**src/rtl/serial_pkg.sv**
```systemverilog
// rtl/serial_pkg.sv - shared frame constants, FSM state type and frame builder for the serial transmitter
package serial_pkg;

    localparam int FRAME_BITS = 11;
    localparam logic [3:0] LAST_BIT_IDX = 4'd10;

    typedef enum logic [1:0] {IDLE, SEND, DONE} tx_state_t;

    // Frame is LSB first: start(0), data[0..7], parity, stop(1).
    function automatic logic [FRAME_BITS-1:0] frame_build(input logic [7:0] data, input logic parity_odd);
        logic par;
        par = parity_odd ? ~^data : ^data;
        return {1'b1, par, data, 1'b0};
    endfunction

endpackage

```
**src/rtl/serial_bit_timer.sv**
```systemverilog
// rtl/serial_bit_timer.sv - free-running bit period counter with synchronous clear and terminal tick
module serial_bit_timer #(
    parameter int CLKS_PER_BIT = 16
) (
    input  logic clk,
    input  logic reset,
    input  logic clear,
    output logic tick
);

    localparam int TW = (CLKS_PER_BIT > 1) ? $clog2(CLKS_PER_BIT) : 1;
    localparam logic [TW-1:0] TERM = TW'(CLKS_PER_BIT - 1);

    logic [TW-1:0] cnt;

    assign tick = (cnt == TERM);

    // Count 0..CLKS_PER_BIT-1 and wrap; clear holds the count at zero outside a frame.
    always_ff @(posedge clk) begin
        if (reset || clear || tick) begin
            cnt <= '0;
        end else begin
            cnt <= cnt + TW'(1);
        end
    end

endmodule

```
**src/rtl/serial_tx_sched.sv**
```systemverilog
// rtl/serial_tx_sched.sv - round-robin arbiter and frame sequencer sharing one serial transmitter
module serial_tx_sched
    import serial_pkg::*;
#(
    parameter int CLKS_PER_BIT = 16,
    parameter int PARITY_ODD   = 0
) (
    input  logic       clk,
    input  logic       reset,
    input  logic [1:0] req,
    input  logic [7:0] data0,
    input  logic [7:0] data1,
    output logic [1:0] ack,
    output logic       tx,
    output logic       busy,
    output logic [3:0] bit_idx,
    output logic       char_complete
);

    tx_state_t             state;
    logic [FRAME_BITS-1:0] frame;
    logic                  gnt;
    logic                  rr;
    logic                  g_sel;
    logic                  tick;
    logic                  timer_clear;

    // A lone requester always wins; a tie goes to the round-robin pointer.
    assign g_sel = (req == 2'b01) ? 1'b0 :
                   (req == 2'b10) ? 1'b1 : rr;

    // The timer only runs while a frame is on the line, so each bit starts from zero.
    assign timer_clear = (state != SEND);

    serial_bit_timer #(
        .CLKS_PER_BIT(CLKS_PER_BIT)
    ) u_bit_timer (
        .clk  (clk),
        .reset(reset),
        .clear(timer_clear),
        .tick (tick)
    );

    // Arbitration, frame latch and bit sequencing; all outputs are registered.
    always_ff @(posedge clk) begin
        if (reset) begin
            state         <= IDLE;
            frame         <= '0;
            gnt           <= 1'b0;
            rr            <= 1'b0;
            ack           <= 2'b00;
            tx            <= 1'b1;
            busy          <= 1'b0;
            bit_idx       <= 4'd0;
            char_complete <= 1'b0;
        end else begin
            ack           <= 2'b00;
            char_complete <= 1'b0;
            case (state)
                IDLE: begin
                    tx      <= 1'b1;
                    busy    <= 1'b0;
                    bit_idx <= 4'd0;
                    if (req != 2'b00) begin
                        gnt   <= g_sel;
                        ack   <= g_sel ? 2'b10 : 2'b01;
                        frame <= frame_build(g_sel ? data1 : data0, PARITY_ODD != 0);
                        tx    <= 1'b0;
                        busy  <= 1'b1;
                        state <= SEND;
                    end
                end
                SEND: begin
                    if (tick) begin
                        if (bit_idx == LAST_BIT_IDX) begin
                            state         <= DONE;
                            tx            <= 1'b1;
                            bit_idx       <= 4'd0;
                            char_complete <= 1'b1;
                        end else begin
                            bit_idx <= bit_idx + 4'd1;
                            tx      <= frame[bit_idx + 4'd1];
                        end
                    end
                end
                DONE: begin
                    tx    <= 1'b1;
                    busy  <= 1'b0;
                    rr    <= ~gnt;
                    state <= IDLE;
                end
                default: begin
                    state <= IDLE;
                end
            endcase
        end
    end

endmodule
```
**config.mk**
```make
export PLATFORM = sky130hd
export DESIGN_NAME = serial_tx_sched
export DESIGN_NICKNAME = d
export VERILOG_FILES = /design/src/rtl/serial_pkg.sv /design/src/rtl/serial_bit_timer.sv /design/src/rtl/serial_tx_sched.sv
export SDC_FILE = /design/constraint.sdc
export NUM_CORES = 1
export LEC_CHECK = 0
export BUFFER_PORTS_ARGS = -buffer_cell sky130_fd_sc_hd__buf_2
export CAP_MARGIN = 20
export CORE_MARGIN = 2
export CORE_UTILIZATION = 33
export CTS_CLUSTER_DIAMETER = 150
export CTS_CLUSTER_SIZE = 16
export DETAILED_ROUTE_END_ITERATION = 16
export PLACE_DENSITY = 0.52
export SYNTH_ARGS = -nofsm -noshare
export SYNTH_HDL_FRONTEND = slang
export SYNTH_SLANG_ARGS = --single-unit
```
**constraint.sdc**
```tcl
create_clock -name clk -period 1.96 [get_ports clk]
set_clock_uncertainty 0.05 [all_clocks]
set_input_delay 0.392 -clock clk [delete_from_list [all_inputs] [get_ports clk]]
set_output_delay 0.392 -clock clk [all_outputs]
set_load 0.01 [all_outputs]
```
==> results.json, run 1 <==
{
  "vias_per_cell": 4.78,
  "layout-drive-gt1-share_pct": 27.8,
  "post_cts_buffers": 0,
  "placed_cell_area_sq_um": 1630,
  "setup_violations": 0,
  "required_ns": 2.08,
  "root_buffer": "clkbuf_8",
  "synth_warnings": 0,
  "grt_start_max_net_pins": 24,
  "routed_wl_um": 2910,
  "drt_pass1_iterations": 4,
  "startpoint_type": "flop",
  "cts.htree.levels": 1,
  "postCtsHoldBufs": 0,
  "io_buffers": 28,
  "fin_area_sq_um": 1730,
  "cts_tree": "built",
  "cts.sinks": 27,
  "syn_area_per_cell_sq_um": 8.45,
  "crit_type": "flop to flop",
  "slew_violations": 0,
  "gp_congestion": 0.773,
  "ys_ff_latch": 27,
  "min-delay-start": "frame[10]",
  "cellPowerDensity_nw_per_um2": 701,
  "synthCells": 164,
  "wire_per_inst_um": 11.7,
  "vias": 1185,
  "antenna_found_initial": 0,
  "ff2ff_setup_slack_ns": 0.12,
  "crit_fanout": 8,
  "row_count": 23,
  "max_freq_mhz": 542,
  "clk_pin_slew_ns": 0.09,
  "run_status": "finished clean",
  "grt-ovfl-total": 0,
  "netlist-cell-type-count": 31,
  "hold_path.class": "flop to flop",
  "grt_pass1_vias": 1164,
  "clk_latency_ns": 0.27,
  "initial_utilization_pct": 34.4,
  "antenna_cells": 0,
  "cts_resized": 0,
  "ioPinCount": 29,
  "ir_drop_uv": 413,
  "rr_startpoint": "rr",
  "syn_area_sq_um": 1390,
  "fp.dieH_um": 68.8,
  "first_iter_violations": 45,
  "fin_crit_ns": 1.84,
  "synthTopCellsByArea": "dfxtp_1 39%, nor2_1 9.2%, mux2i_1 7.9%, ha_1 7.2%, a21oi_1 6.9%",
  "die_x_um": 68.8,
  "grt_pass1_wl_um": 4920,
  "ant_nets": 0,
  "slew_headroom_pct": 73.0,
  "async_flop_share_pct": 0,
  "cp.arrival_ns": 1.96,
  "total_power_mw": 1.22,
  "yosysTopAreaCellShare_pct": 39.0,
  "synth_most_common_cell": "nor2_1",
  "hold_viol": 0,
  "yosysTopAreaCell": "dfxtp_1",
  "core_area_sq_um": 4030,
  "grt_use_total_pct": 13.6,
  "synthTopCellsByCount": "34 x nor2_1, 27 x dfxtp_1, 19 x a21oi_1",
  "end_kind": "flop",
  "yosysSeqAreaShare_pct": 39.0,
  "rr_worst_depth": 7,
  "fin_crit_sh_pct": 94.1,
  "drc": 0,
  "worstMarginPinSlew_ns": 0.405,
  "synthesis.nets": 192,
  "min_to": "frame[10]",
  "maxCapViolCount": 0,
  "fin_nets": 227,
  "cts_buffers": 3,
  "leakage_nw": 0.773,
  "dp_hpwl_um": 2180,
  "areaGrowthSynthToFinish_pct": 25.0,
  "synth_edf_count": 0,
  "hold_depth": 2,
  "synthFlopType": "dfxtp_1",
  "cts_buffer_depth": 2,
  "r2r-end": "frame[9]",
  "dieArea_sq_um": 4740
}
## layout make-up
class                      count  area, sq um
tap                           50         62.6
clock inverter                 1         5.00
clock buffer                   3         41.3
fill                         425         2300
sequential                    27          542
timing repair buffer          38          215
inverter                      12         45.0
multi-input combinational    117          822
## cells by family after synthesis
logic type | synth area share [%]
compound gates | 14.5
xor+xnor | 6.95
buf+inv | 5.96
fa+ha+maj | 8.03
flops | 39.0
mux | 9.57
simple gates | 16.0
## worst max-delay path by stage
stage | start | cells after the start | slack, ns | end
6_report | rr | 7 | 0.12 | frame[9]
5_1_grt | rr | 7 | -0.002 | frame[9]
4_1_cts | bit_idx[0] | 8 | 0.02 | tx
3_5_place_dp | req[1] | 8 | -0.01 | frame[9]
3_3_place_gp | req[1] | 8 | 0.03 | frame[9]
2_1_floorplan | bit_idx[0] | 10 | 0.009 | tx
## through the flow
step	hold slack (ns)	setup TNS [ns]	std cells	setup WS, ns	util, %
2_1_floorplan	0.367	0	164	0.00919	-
3_3_place_gp	0.382	0	244	0.0315	40.4
3_5_place_dp	0.387	-0.0143	244	-0.0143	40.4
4_1_cts	0.399	0	248	0.0168	41.5
5_1_grt	0.422	-0.00206	248	-0.00206	43.0
6_report	0.400	0	248	0.116	43.0
## state kept, by name, summed over array words and instances, names as in the netlist, 2 cells and up
register and cells:
bit_idx 4, ack 2, u_bit_timer.cnt 4, frame 10, state 2
## power by group
part / switching (mW) / total, mW / internal (mW)
Sequential: 0.0219 / 0.612 / 0.591
Clock: 0.166 / 0.309 / 0.142
Combinational: 0.155 / 0.295 / 0.140
## cells in the final DEF (no fill, tap or decap), drive strengths merged
cell type	synthesis	layout
clkinv	0	1
or2	1	1
o21ai	5	5
nand3	6	6
xnor2	8	8
nand3b	1	1
dfxtp	27	27
a21oi	19	19
mux4	1	1
o21a	1	1
nand2	3	3
a2bb2oi	1	1
mux2i	11	11
a211oi	1	1
ha	8	8
or3b	1	1
nor2	34	34
maj3	1	1
nor3	2	2
nand2b	1	1
buf	1	38
o211ai	2	2
a2111oi	2	2
and3	1	1
nor3b	1	1
a22oi	1	1
clkbuf	7	3
inv	12	12
o221ai	2	2
xor2	3	3
## critical path, cell delays in order, from the launching register on
cell	delay [ns]
dfxtp_2	0.36
inv_1	0.05
maj3_4	0.43
mux2i_2	0.25
xor2_1	0.20
xnor2_1	0.15
xnor2_1	0.09
o21a_1	0.17
## per-layer routing
layer  part of all wire, %  wire, um  track usage (%)  vias to the layer above
li1                      -         -                -                      621
met1                    46      1350             15.3                      534
met2                    49      1430             25.1                       28
met3                   4.3       126             4.38                        2
met4                  0.45        13             2.70                        0
met5                     0         0                0                        -
No activity file was read; power rests on OpenSTA's default activity.
==> run 2, diff against run 1 <==
--- a/config.mk
+++ b/config.mk
@@ -12,7 +12,7 @@
 export CTS_CLUSTER_DIAMETER = 150
 export CTS_CLUSTER_SIZE = 16
 export DETAILED_ROUTE_END_ITERATION = 16
-export PLACE_DENSITY = 0.52
+export PLACE_DENSITY = 0.5
 export SYNTH_ARGS = -nofsm -noshare
 export SYNTH_HDL_FRONTEND = slang
 export SYNTH_SLANG_ARGS = --single-unit
==> constraint.sdc (replaced) <==
create_clock -name clk -period 2.15 [get_ports clk]
set_clock_uncertainty 0.05 [all_clocks]
set_input_delay 0.43 -clock clk [delete_from_list [all_inputs] [get_ports clk]]
set_output_delay 0.43 -clock clk [all_outputs]
set_load 0.01 [all_outputs]
==> results.json, run 2 (synthesis results as in run 1) <==
{
  "run_status": "finished clean",
  "max_freq_mhz": 522,
  "clk_pin_slew_ns": 0.09,
  "fin_crit_sh_pct": 89.2,
  "worstMarginPinSlew_ns": 0.411,
  "critPathSlowestCell": "maj3_2",
  "grt_pass1_vias": 1125,
  "cts.sinks": 27,
  "antenna_cells": 0,
  "maxCapViolCount": 0,
  "core_area_sq_um": 4030,
  "ant_nets": 0,
  "ff2ff_setup_slack_ns": 0.23,
  "setup-tns-final_ns": 0,
  "vias": 1140,
  "sw_frac_of_total_pct": 28.0,
  "met2_usage_pct": 24.8,
  "post_cts_buffers": 0,
  "ioPinCount": 29,
  "row_count": 23,
  "slowest_delay_ns": 0.42,
  "cts_buffer_depth": 2,
  "setup_violations": 0,
  "clock_power_share_pct": 25.8,
  "layout-drive-gt1-share_pct": 20.0,
  "die_x_um": 68.8,
  "areaGrowthSynthToFinish_pct": 16.2,
  "drt_pass1_iterations": 4,
  "antenna_found_initial": 0,
  "dp_hpwl_um": 2220,
  "startpoint_type": "flop",
  "routed_wl_um": 2850,
  "crit_type": "flop to flop",
  "fill_cells": 452,
  "grt-ovfl-total": 0,
  "crit_path_frequent_cell": "xnor2_1",
  "gp_congestion": 0.727,
  "largest_register_ff_count": 10,
  "combPwrFrac_pct": 22.6,
  "fp.dieH_um": 68.8,
  "grt_use_met1_pct": 16.2,
  "grt_busiest_layer": "met2",
  "switching_power_mw": 0.303,
  "vias_per_cell": 4.75,
  "cp.arrival_ns": 2.03,
  "leakage_nw": 0.739,
  "grt_util_met3_pct": 3.41,
  "grt_start_max_net_pins": 24,
  "drc": 0,
  "ir_drop_uv": 358,
  "grt_use_total_pct": 13.7,
  "initial_utilization_pct": 34.4,
  "io_buffers": 28,
  "worst-path-buf-inv": 1,
  "hold_path.class": "input pin to flop",
  "grt_pass1_wl_um": 4870,
  "crit_family": "XOR/XNOR gates",
  "slew_violations": 0,
  "root_buffer": "clkbuf_8",
  "postCtsHoldBufs": 0,
  "first_iter_violations": 53,
  "top_regs": "frame: 10 flops, bit_idx: 4 flops, u_bit_timer.cnt: 4 flops",
  "final_common_cell": "nor2_1",
  "wire_per_inst_um": 11.9,
  "fin_nets": 219,
  "end_kind": "flop",
  "pwr-share-seq_pct": 51.6,
  "final_core_util_pct": 40.0,
  "required_ns": 2.27,
  "cts.htree.levels": 1,
  "largest-register": "frame",
  "cts_buffers": 3,
  "dieArea_sq_um": 4740,
  "cts_tree": "built",
  "cts_resized": 0,
  "hold_viol": 0,
  "rsz0062_at_grt": "no",
  "cellPowerDensity_nw_per_um2": 672,
  "clk_latency_ns": 0.26,
  "slew_headroom_pct": 72.6,
  "fin_crit_ns": 1.92,
  "worstPathCellList": "inv_1, maj3_2, mux2i_1, xor2_1, xnor2_1, xnor2_1, o21a_1",
  "layout_common_cells": "34 x nor2_1, 28 x buf_2, 27 x dfxtp_1",
  "crit_fanout": 8,
  "p_int_mw": 0.780
}
[run 2: power groups by stage]
stage	clock network [mW]	logic, mW	registers [mW]
3_3_place_gp	0	0.241	0.569
4_1_cts	0.293	0.248	0.559
5_1_grt	0.320	0.276	0.564
6_report	0.280	0.245	0.559
3_5_place_dp	0	0.246	0.570
2_1_floorplan	0	0.180	0.569
[run 2: cell type report]
cell class	count	area (sq um)	area share [%]
inverter	12	45.0	2.80
sequential	27	541	33.5
clock buffer	4	45.0	2.80
tap	50	62.6	3.88
timing repair buffer	30	155	9.63
multi-input combinational	117	763	47.4
[run 2: final timing paths]
check | cells past startpoint | to | startpoint
worst min register to register | 1 | rr | gnt
worst min-delay path | 2 | ack[0] | req[1]
worst max register to register | 7 | frame[9] | rr
worst max-delay path | 7 | frame[9] | rr
[run 2: metrics by stage]
| stage | power [mW] | std cells | setup WS, ns | hold slack (ns) | cell area (sq um) |
|---|---|---|---|---|---|
| floorplan | 0.749 | 164 | 0.0855 | 0.367 | 1390 |
| global placement | 0.811 | 236 | 0.151 | 0.383 | 1570 |
| detailed placement | 0.817 | 236 | 0.0810 | 0.390 | 1570 |
| CTS | 1.10 | 240 | 0.214 | 0.369 | 1610 |
| global route | 1.16 | 240 | 0.0752 | 0.385 | 1610 |
| finish | 1.08 | 240 | 0.233 | 0.376 | 1610 |
[run 2: layer usage]
layer,vias to the layer above,share of wire (%)
met4,0,0.88
met2,15,50
met5,-,0
met1,517,46
met3,2,2.8
li1,606,-
[run 2: worst register-to-register path: stages (launching register included)]
cell,delay (ns)
dfxtp_1,0.40
inv_1,0.06
maj3_2,0.42
mux2i_1,0.27
xor2_1,0.20
xnor2_1,0.15
xnor2_1,0.10
o21a_1,0.16
